--- src/rtl/bp_pkg.sv ---
// Shared definitions for the branch-prediction resolve queue.
//   BP_DBITS   : default PC width that bp_entry_t is built for
//   INSTSIZE   : byte stride of sequential instructions (for prediction streams)
//   bp_entry_t : one queue entry, {pc, pred_pc}, at the default PC width
//   bp_state_t : resolve-queue FSM state
package bp_pkg;

    localparam int BP_DBITS = 32;
    localparam int INSTSIZE = 4;

    typedef struct packed {
        logic [BP_DBITS-1:0] pc;
        logic [BP_DBITS-1:0] pred_pc;
    } bp_entry_t;

    typedef enum logic {
        RUN = 1'b0,   // normal push / resolve
        RDR = 1'b1    // single redirect cycle
    } bp_state_t;

endpackage

--- src/rtl/bp_fifo.sv ---
// Synchronous circular FIFO with a synchronous clear.
//   clk, reset  : clock, asynchronous active-low reset
//   clear       : empties the FIFO at the next edge (wins over push/pop)
//   push, wdata : write wdata at tail (ignored when full)
//   pop         : advance head (ignored when empty)
//   rdata       : entry at head (meaningless when empty)
//   full, empty : status flags
//   count       : number of valid entries, registered
module bp_fifo
    import bp_pkg::*;
#(
    parameter int W     = 64,
    parameter int DEPTH = 8
) (
    input  logic                       clk,
    input  logic                       reset,
    input  logic                       clear,
    input  logic                       push,
    input  logic [W-1:0]               wdata,
    input  logic                       pop,
    output logic [W-1:0]               rdata,
    output logic                       full,
    output logic                       empty,
    output logic [$clog2(DEPTH):0]     count
);

    localparam int PW = $clog2(DEPTH);
    localparam logic [PW:0] FULL_CNT = (PW+1)'(DEPTH);

    logic [W-1:0]  mem [DEPTH];
    logic [PW-1:0] head;
    logic [PW-1:0] tail;
    logic          do_push;
    logic          do_pop;

    assign full    = (count == FULL_CNT);
    assign empty   = (count == '0);
    assign do_push = push && !full;
    assign do_pop  = pop && !empty;
    assign rdata   = mem[head];

    // Pointers are exactly PW bits wide, so wrap modulo DEPTH is free.
    always_ff @(posedge clk or negedge reset) begin
        if (!reset) begin
            head  <= '0;
            tail  <= '0;
            count <= '0;
        end else if (clear) begin
            head  <= '0;
            tail  <= '0;
            count <= '0;
        end else begin
            if (do_push) tail <= tail + 1'b1;
            if (do_pop)  head <= head + 1'b1;
            case ({do_push, do_pop})
                2'b10:   count <= count + 1'b1;
                2'b01:   count <= count - 1'b1;
                default: count <= count;
            endcase
        end
    end

    // Storage needs no reset: count gates every read that matters.
    always_ff @(posedge clk) begin
        if (do_push && !clear) mem[tail] <= wdata;
    end

endmodule

--- src/rtl/bp_resolve_queue.sv ---
// In-order queue of fetch-time predictions checked against execution outcomes.
//   clk, reset        : clock, asynchronous active-low reset
//   push_*            : fetch pushes {pc, pred_pc}; push_ready is combinational
//   res_*             : AGEX resolves the oldest entry with the real next PC
//   redirect_valid/pc : one-cycle redirect/flush pulse and restart address
//   occupancy         : valid entries
//   res_error         : sticky flag for empty resolves and PC mismatches
//   br_count          : saturating count of popped control-flow resolves
//   mispredict_count  : saturating count of mispredicts
// Handshake: a push transfers on a cycle where push_valid && push_ready; a
// resolve is consumed on any RUN cycle with res_valid (there is no ready),
// popping the head when the queue is non-empty.
module bp_resolve_queue
    import bp_pkg::*;
#(
    parameter int DBITS = 32,
    parameter int DEPTH = 8,
    parameter int CNTW  = 32
) (
    input  logic                     clk,
    input  logic                     reset,
    input  logic                     push_valid,
    input  logic [DBITS-1:0]         push_pc,
    input  logic [DBITS-1:0]         push_pred_pc,
    output logic                     push_ready,
    input  logic                     res_valid,
    input  logic [DBITS-1:0]         res_pc,
    input  logic                     res_is_branch,
    input  logic [DBITS-1:0]         res_next_pc,
    output logic                     redirect_valid,
    output logic [DBITS-1:0]         redirect_pc,
    output logic [$clog2(DEPTH):0]   occupancy,
    output logic                     res_error,
    output logic [CNTW-1:0]          br_count,
    output logic [CNTW-1:0]          mispredict_count
);

    // Same layout as bp_entry_t, sized by DBITS.
    typedef struct packed {
        logic [DBITS-1:0] pc;
        logic [DBITS-1:0] pred_pc;
    } entry_t;

    bp_state_t state;
    bp_state_t state_next;
    entry_t    head_entry;
    entry_t    push_entry;
    logic      fifo_full;
    logic      fifo_empty;
    logic      res_take;
    logic      mispredict;
    logic      proto_err;
    logic      fifo_push;
    logic      fifo_pop;

    assign push_entry = '{pc: push_pc, pred_pc: push_pred_pc};

    // Deliberately independent of res_valid: a full queue never takes a push.
    assign push_ready = (state == RUN) && !fifo_full;

    always_comb begin
        state_next = state;
        res_take   = 1'b0;
        mispredict = 1'b0;
        proto_err  = 1'b0;
        fifo_push  = 1'b0;
        fifo_pop   = 1'b0;
        case (state)
            RUN: begin
                res_take   = res_valid && !fifo_empty;
                mispredict = res_take && (head_entry.pred_pc != res_next_pc);
                proto_err  = res_valid && (fifo_empty || head_entry.pc != res_pc);
                // A mispredict flushes everything, including a same-cycle push.
                fifo_push  = push_valid && push_ready && !mispredict;
                fifo_pop   = res_take && !mispredict;
                if (mispredict) state_next = RDR;
            end
            RDR: begin
                state_next = RUN;
            end
            default: state_next = RUN;
        endcase
    end

    bp_fifo #(
        .W     ($bits(entry_t)),
        .DEPTH (DEPTH)
    ) u_fifo (
        .clk   (clk),
        .reset (reset),
        .clear (mispredict),
        .push  (fifo_push),
        .wdata (push_entry),
        .pop   (fifo_pop),
        .rdata (head_entry),
        .full  (fifo_full),
        .empty (fifo_empty),
        .count (occupancy)
    );

    always_ff @(posedge clk or negedge reset) begin
        if (!reset) begin
            state            <= RUN;
            redirect_valid   <= 1'b0;
            redirect_pc      <= '0;
            res_error        <= 1'b0;
            br_count         <= '0;
            mispredict_count <= '0;
        end else begin
            state          <= state_next;
            redirect_valid <= mispredict;
            if (mispredict) redirect_pc <= res_next_pc;
            if (proto_err)  res_error   <= 1'b1;
            if (res_take && res_is_branch && br_count != '1)
                br_count <= br_count + 1'b1;
            if (mispredict && mispredict_count != '1)
                mispredict_count <= mispredict_count + 1'b1;
        end
    end

endmodule

--- config.mk ---
export PLATFORM = sky130hd
export DESIGN_NAME = bp_resolve_queue
export DESIGN_NICKNAME = d
export VERILOG_FILES = /design/src/rtl/bp_pkg.sv /design/src/rtl/bp_fifo.sv /design/src/rtl/bp_resolve_queue.sv
export SDC_FILE = /design/constraint.sdc
export NUM_CORES = 1
export LEC_CHECK = 0
export ABC_AREA = 1
export CORE_ASPECT_RATIO = 0.5
export CORE_MARGIN = 3
export CORE_UTILIZATION = 25
export CTS_CLUSTER_DIAMETER = 30
export DETAILED_ROUTE_END_ITERATION = 16
export GPL_TIMING_DRIVEN = 1
export PLACE_DENSITY = 0.4
export SETUP_SLACK_MARGIN = 0.1
export SYNTH_ARGS = -nofsm -noshare
export SYNTH_HDL_FRONTEND = slang
export SYNTH_HIERARCHICAL = 1
export SYNTH_SLANG_ARGS = --single-unit
--- constraint.sdc ---
create_clock -name clk -period 11.6 [get_ports clk]
set_clock_uncertainty 0.05 [all_clocks]
set_input_delay 2.32 -clock clk [delete_from_list [all_inputs] [get_ports clk]]
set_output_delay 2.32 -clock clk [all_outputs]
set_load 0.005 [all_outputs]
==> out/results.tsv <==
stage	metric	value	unit
outcome	run status	finished, final reports clean	
worst_setup_path	Crit path required time	11.86	ns
timing	setup tns final	0	ns
cts	number of H-tree levels	3	
cts	Clk pin slew, worst setup/hold paths	0.05	ns
synth	adder and majority gate portion of the synthesized area	0.00355	
min_path	type of the tightest min-delay check	reg2reg	
cells_and_area	register area	0.0181	mm^2
global_routing	Total Routing Usage GR	0.139	
power	Peak VDD IR	122	uV
synth	Post-Synthesis Cells	2482	
synth	Syn Nets	2622	
cells_and_area	most common cell after layout, fill and taps aside	sky130_fd_sc_hd__nor2_1	
worst_setup_path	crit start category	flop	
cells_and_area	commonest non-fill, non-tap cells in the layout	571 x sky130_fd_sc_hd__nor2_1, 512 x sky130_fd_sc_hd__edfxtp_1, 439 x sky130_fd_sc_hd__nand2_1	
synth	combinational family with the most area after synthesis	simple AND/OR/NAND/NOR gates	
synth	flip-flop and latch count after synthesis	620	
synth	sequential area share after synthesis	0.674	
floorplanning	die outline area	0.111	mm^2
cts	root buffer cell	sky130_fd_sc_hd__clkbuf_16	
synth	parity-gate share of the synthesized area counting xor and xnor cells	0.0271	
timing	Hold Violations, Final	0	
flow_run	max-capacitance violation count	0	
cells_and_area	fin cells	4254	
placement	placer congestion estimate	0.807	
global_routing	antenna violations before repair	3	
worst_setup_path	data arrival time at the worst-slack endpoint	8.10	ns
synth	Main synth FF type	sky130_fd_sc_hd__edfxtp_1	
power	Comb pwr share	0.130	
synth	asr flop ratio synth	0.174	
worst_setup_path	critical path fanouts, max	79	
cells_and_area	Layout area overhead	28.2	%
drt	first-pass detailed-route iteration total	5	
cts	cts-stage hold buffer count	0	
drt	Post-route DRC	0	
floorplanning	Die Y-Extent	238	um
power	switch share	0.258	
timing	max-slew violations	0	
timing	setup repair after global routing missed its margin	false	
floorplanning	die width	469	um
global_routing	sum of overflow across all layers after global routing	0	
synth	number of synthesized flops with an enable pin	512	
cells_and_area	combined area of the multi-input logic cells	0.00767	mm^2
cts	clock tree from TritonCTS	built	
drt	via/cell ratio	4.35	
cts	clock network latency to the later pin of the worst-skew pair	0.69	ns
worst_setup_path	capturing element type of the critical path	flop	
synth	post-synthesis instance area	0.0268	mm^2
drt	violation count after the first detailed-route iteration	1082	
cts	post-cts sizing count	0	
synth	distinct cell type count after synthesis	37	
placement	input/output buffers	235	
timing	achievable frequency	0.128	GHz
global_routing	first-pass GRT wire length	119000	um
global_routing	largest net degree at the start of global routing	130	
power	share of total power in the clock network	0.475	
cells_and_area	number of nets in the finished design	2879	
timing	worst rel slew slack	0.155	
global_routing	vias in the first global route	18800	
power	Leakage	12.5	nW
synth	compound-cell area share of the yosys netlist	0.0847	
timing	Period Utilization, post-route	0.676	
cells_and_area	proportion of layout cells with a drive suffix above 1	0.0840	
timing	slew at the pin closest to its max-slew limit	1.26	ns
placement	number of placed cells counting well taps	4043	
drt	final antenna-violating net count	0	
power	power density relative to cell area	205	mW/mm^2
cts	post-CTS setup buffer count	0	
placement	DP Wirelength	46300	um
cts	number of buffers created by CTS	113	
synth	synth warn	6	
drt	wire length per cell after detailed routing	18.3	um
cts	clk sink count	620	
synth	Mean Syn Cell Area	10.8	um^2
floorplanning	CORE AREA	0.106	mm^2
cts	clk buf depth	3	
floorplanning	starting density of the core	0.254	
timing	Final Critical Period	7.84	ns
cells_and_area	Filler cells	10800	
timing	worst hold slack	0.432	ns
drt	vias after detailed routing	18500	
synth	multiplexer share of the synthesized area	0	
floorplanning	number of core rows	84	
power	power spent charging and discharging nets	1.82	mW
synth	simple-gate area share of the yosys netlist	0.169	
timing	number of setup violations in the final report	0	
power	internal power summed over all cells	5.22	mW
worst_setup_path	category of the critical setup timing path	reg2reg	
floorplanning	boundary pin count	236	
drt	total length of routed wires	77800	um
power	Reg power frac	0.396	
[kinds of logic (layout without fill, tap and decap cells)]
logic type               count (synthesis)  in the layout
AND/OR/NAND/NOR                       1132           1132
XOR/XNOR                                83             83
flip-flops                             620            620
other                                    0              1
adder cells (fa/ha/maj)                  7              7
buffers and inverters                  222            574
AO/OA/AOI/OAI                          418            418
[final cells by class]
cell class	instances	share of cell area
tap	1419	0.0517
clock buffer	129	0.0846
timing repair buffer	262	0.0743
clock inverter	81	0.0286
multi-input combinational	1640	0.223
inverter	102	0.0115
sequential	620	0.526
antenna	1	0.0000728
[final timing paths]
check / from / endpoint / slack, ns / cells past startpoint
setup / recovery: u_fifo/head[1]$_DFFE_PN0P_ / u_fifo/mem[1][24]$_DFFE_PP_ / 3.76 / 20
hold / removal: redirect_pc[13]$_DFFE_PN0P_ / redirect_pc[13]$_DFFE_PN0P_ / 0.43 / 2
setup reg to reg: u_fifo/head[1]$_DFFE_PN0P_ / u_fifo/mem[1][24]$_DFFE_PP_ / 3.76 / 20
hold reg to reg: redirect_pc[13]$_DFFE_PN0P_ / redirect_pc[13]$_DFFE_PN0P_ / 0.43 / 2
max in group asynchronous: reset / br_count[14]$_DFFE_PN0P_ / 8.37 / 3
min in group asynchronous: reset / redirect_pc[3]$_DFFE_PN0P_ / 1.36 / 1
[worst max-delay path, stage by stage, from the launching register on]
cell,delay [ns]
sky130_fd_sc_hd__dfrtp_4,0.42
sky130_fd_sc_hd__buf_4,0.81
sky130_fd_sc_hd__buf_4,0.69
sky130_fd_sc_hd__o21ai_0,0.19
sky130_fd_sc_hd__o22ai_1,0.20
sky130_fd_sc_hd__nor2_1,0.05
sky130_fd_sc_hd__a31oi_1,0.35
sky130_fd_sc_hd__xnor2_1,0.17
sky130_fd_sc_hd__nand2_1,0.07
sky130_fd_sc_hd__nor2_1,0.13
sky130_fd_sc_hd__nand2_1,0.12
sky130_fd_sc_hd__nor2_1,0.40
sky130_fd_sc_hd__nand2_1,0.12
sky130_fd_sc_hd__buf_4,0.29
sky130_fd_sc_hd__nand2_2,0.72
sky130_fd_sc_hd__inv_1,0.09
sky130_fd_sc_hd__buf_4,0.30
sky130_fd_sc_hd__nor2_1,0.23
sky130_fd_sc_hd__nand2_1,0.26
sky130_fd_sc_hd__nor2_4,1.01
sky130_fd_sc_hd__buf_4,0.67
[synthesized netlist by cell type (6+ instances only)]
| library cell | n | area, um^2 |
|---|---|---|
| sky130_fd_sc_hd__nor2_1 | 579 | 2170 |
| sky130_fd_sc_hd__edfxtp_1 | 512 | 15400 |
| sky130_fd_sc_hd__nand2_1 | 439 | 1650 |
| sky130_fd_sc_hd__o21ai_0 | 207 | 1040 |
| sky130_fd_sc_hd__dfrtp_1 | 108 | 2700 |
| sky130_fd_sc_hd__inv_1 | 98 | 368 |
| sky130_fd_sc_hd__o21ai_1 | 71 | 355 |
| sky130_fd_sc_hd__o22ai_1 | 68 | 425 |
| sky130_fd_sc_hd__a31oi_1 | 65 | 407 |
| sky130_fd_sc_hd__clkbuf_1 | 48 | 180 |
| sky130_fd_sc_hd__xnor2_1 | 48 | 420 |
| sky130_fd_sc_hd__nand4_1 | 40 | 250 |
| sky130_fd_sc_hd__xor2_1 | 35 | 307 |
| sky130_fd_sc_hd__nand3_1 | 32 | 160 |
| sky130_fd_sc_hd__buf_6 | 28 | 315 |
| sky130_fd_sc_hd__buf_2 | 25 | 125 |
| sky130_fd_sc_hd__nand3b_1 | 12 | 90.1 |
| sky130_fd_sc_hd__nor3_1 | 12 | 60.1 |
| sky130_fd_sc_hd__buf_1 | 9 | 33.8 |
| sky130_fd_sc_hd__buf_4 | 7 | 52.6 |
| sky130_fd_sc_hd__ha_1 | 6 | 75.1 |
| sky130_fd_sc_hd__nor2_2 | 6 | 37.5 |
[metal layers]
metal | part of all wire | global-route usage
met5 | 0.00041 | 0
met4 | 0.017 | 0.0351
met3 | 0.036 | 0.0266
met2 | 0.47 | 0.225
met1 | 0.47 | 0.191
[sequential cells by signal, summed over array words and instances (netlist names)]
| register | cells |
|---|---|
| br_count | 32 |
| redirect_valid | 1 |
| u_fifo/count | 4 |
| redirect_pc | 32 |
| mispredict_count | 32 |
| u_fifo/mem | 512 |
| u_fifo/head | 3 |
| u_fifo/tail | 3 |
| res_error | 1 |
[metrics by stage]
stage	utilization	setup slack, ns	cell area (um^2)	power (mW)
after floorplan	-	4.68	26800	3.28
after global placement	0.288	3.55	30500	3.77
after detailed placement	0.288	3.49	30500	3.77
after CTS	0.325	3.47	34400	7.16
after global routing	0.325	3.03	34400	7.38
final	0.325	3.76	34400	7.04
[power by group through the flow]
stage	registers, mW	clock network (mW)	logic, mW
final	2.79	3.34	0.912
after global routing	2.81	3.54	1.02
after CTS	2.79	3.43	0.944
after detailed placement	2.83	0	0.941
after global placement	2.83	0	0.944
after floorplan	2.83	0	0.457
Power figures use the tool's default switching activity.
==> RTL change: new RTL, config.mk and constraints unchanged <==
Put one more register stage on the output `redirect_pc`, with the module's reset. The value now appears one clock later. The other outputs are not delayed to match.
--- a/src/rtl/bp_resolve_queue.sv
+++ b/src/rtl/bp_resolve_queue.sv
@@ -41,4 +41,6 @@
         logic [DBITS-1:0] pred_pc;
     } entry_t;
+
+    logic [DBITS-1:0] redirect_pc_s0;
 
     bp_state_t state;
@@ -103,5 +105,5 @@
             state            <= RUN;
             redirect_valid   <= 1'b0;
-            redirect_pc      <= '0;
+            redirect_pc_s0   <= '0;
             res_error        <= 1'b0;
             br_count         <= '0;
@@ -110,5 +112,5 @@
             state          <= state_next;
             redirect_valid <= mispredict;
-            if (mispredict) redirect_pc <= res_next_pc;
+            if (mispredict) redirect_pc_s0 <= res_next_pc;
             if (proto_err)  res_error   <= 1'b1;
             if (res_take && res_is_branch && br_count != '1)
@@ -119,4 +121,12 @@
     end
 
+    always_ff @(posedge clk or negedge reset) begin
+        if (!reset) begin
+            redirect_pc <= '0;
+        end else begin
+            redirect_pc <= redirect_pc_s0;
+        end
+    end
+
 endmodule
 
Behaviour: not the same (Yosys sat finds a counterexample within 4 cycles, from zero or initial values and one cycle with reset low).
==> RTL change against the unedited design <==
  * First-iteration DRC count grew 7.0%
  * Global-route usage is 0.22 points higher
  * Power increased by 6.5%
  * Routed wire length is 5.8% higher
  * Worst setup slack gained 0.24 ns
  * Die area grew 3.1%
  * Synthesized area up 3.1%
  * Sequential cell count grew 32
  * Final area grew 3.7%
==> RTL change: results <==
[global_route]
met3_usage = 0.0277
first_global_vias = 19052
grt_max_degree = 107
met2_usage = 0.227
grt_pass1_wl_um = 124000
grt_usage = 0.141
grt_util_met1 = 0.193
antenna_found_initial = 4

[finish]
clock_area_frac = 0.118
num_antenna_cells = 0
multi_input_gates = 1641
seq_cells = 652
buffer_area_frac = 0.0725
instances_no_fill = 4359
nFillCells = 10895
final_nets = 2919
buffers = 264
syn2layout_area_growth_pct = 28.9
largest_register = u_fifo/mem
nClkBuffers = 151
seq-cell-share = 0.530
multi_input_area_share = 0.217
layout-drive-gt1-share = 0.0931

[synth]
synth-seq-area-share = 0.683
ys_types = 39
synth-async-reset-ratio = 0.215
syn_inst = 2513
synthXorXnorAreaFrac = 0.0263
synth_common_cells = nor2_1, edfxtp_1, nand2_1, o21ai_0, dfrtp_1
synth_area_leaders = edfxtp_1, dfrtp_1, nor2_1

[drt]
via_per_inst = 4.37
wl_met1_um = 38900
dr_wl_met2_um = 38200
wl_met3_um = 3320
wirelength_um = 82300
detailedRoute.firstIterationViolations = 1158

[pwr]
sw_frac_of_total = 0.255
p_seq_uw = 2970
vdd_drop_max_uv = 114
powerComb_uw = 937
p_leak_uw = 0.0130

[setup_path]
path_delay_family = buffers and inverters
worstPathMaxFanout = 106
slowest_stage = buf_4
crit_path_end = u_fifo/mem[2][57]$_DFFE_PP_
rr_worst_depth = 22
worstSetupStartpoint = u_fifo/head[0]$_DFFE_PN0P_
crit_arrival_ns = 7.87
rrSetupSlack_ns = 4.00
max_stage_delay_ns = 0.89

[place]
dpl.cell_count = 4136
place_hpwl_um = 49500
gp_congestion = 0.778

[hold_path]
hold_start = redirect_pc_s0[21]$_DFFE_PN0P_
min_to = redirect_pc[21]$_DFF_PN0_

[sta]
max_slew_margin = 0.205

[clock_tree]
cts_buffers = 120

[run_status]
status = finished clean
-- RTL change: cell count changes in the layout (fill, tap and decap cells not counted), sizes merged, moves of 2 or more --
| cell | delta |
|---|---|
| xor2 | +4 |
| or2 | +5 |
| xnor2 | -4 |
| o22ai | -2 |
| nand3 | +4 |
| clkinv | -11 |
| nor3 | +2 |
| clkbuf | +22 |
| o21ai | +2 |
| buf | +2 |
| dfrtp | +32 |
| nand2 | -7 |
| nand4 | -3 |
-- RTL change: through the flow --
| step | worst slack [ns] | area [um^2] | total power (uW) | hold WS (ns) |
|---|---|---|---|---|
| 2_1_floorplan | 4.67 | 27600 | 3460 | 0.304 |
| 3_3_place_gp | 3.76 | 31400 | 3970 | 0.310 |
| 3_5_place_dp | 3.68 | 31400 | 3980 | 0.315 |
| 4_1_cts | 3.67 | 35600 | 7630 | 0.313 |
| 5_1_grt | 3.15 | 35600 | 7860 | 0.337 |
| 6_report | 4.00 | 35600 | 7500 | 0.309 |
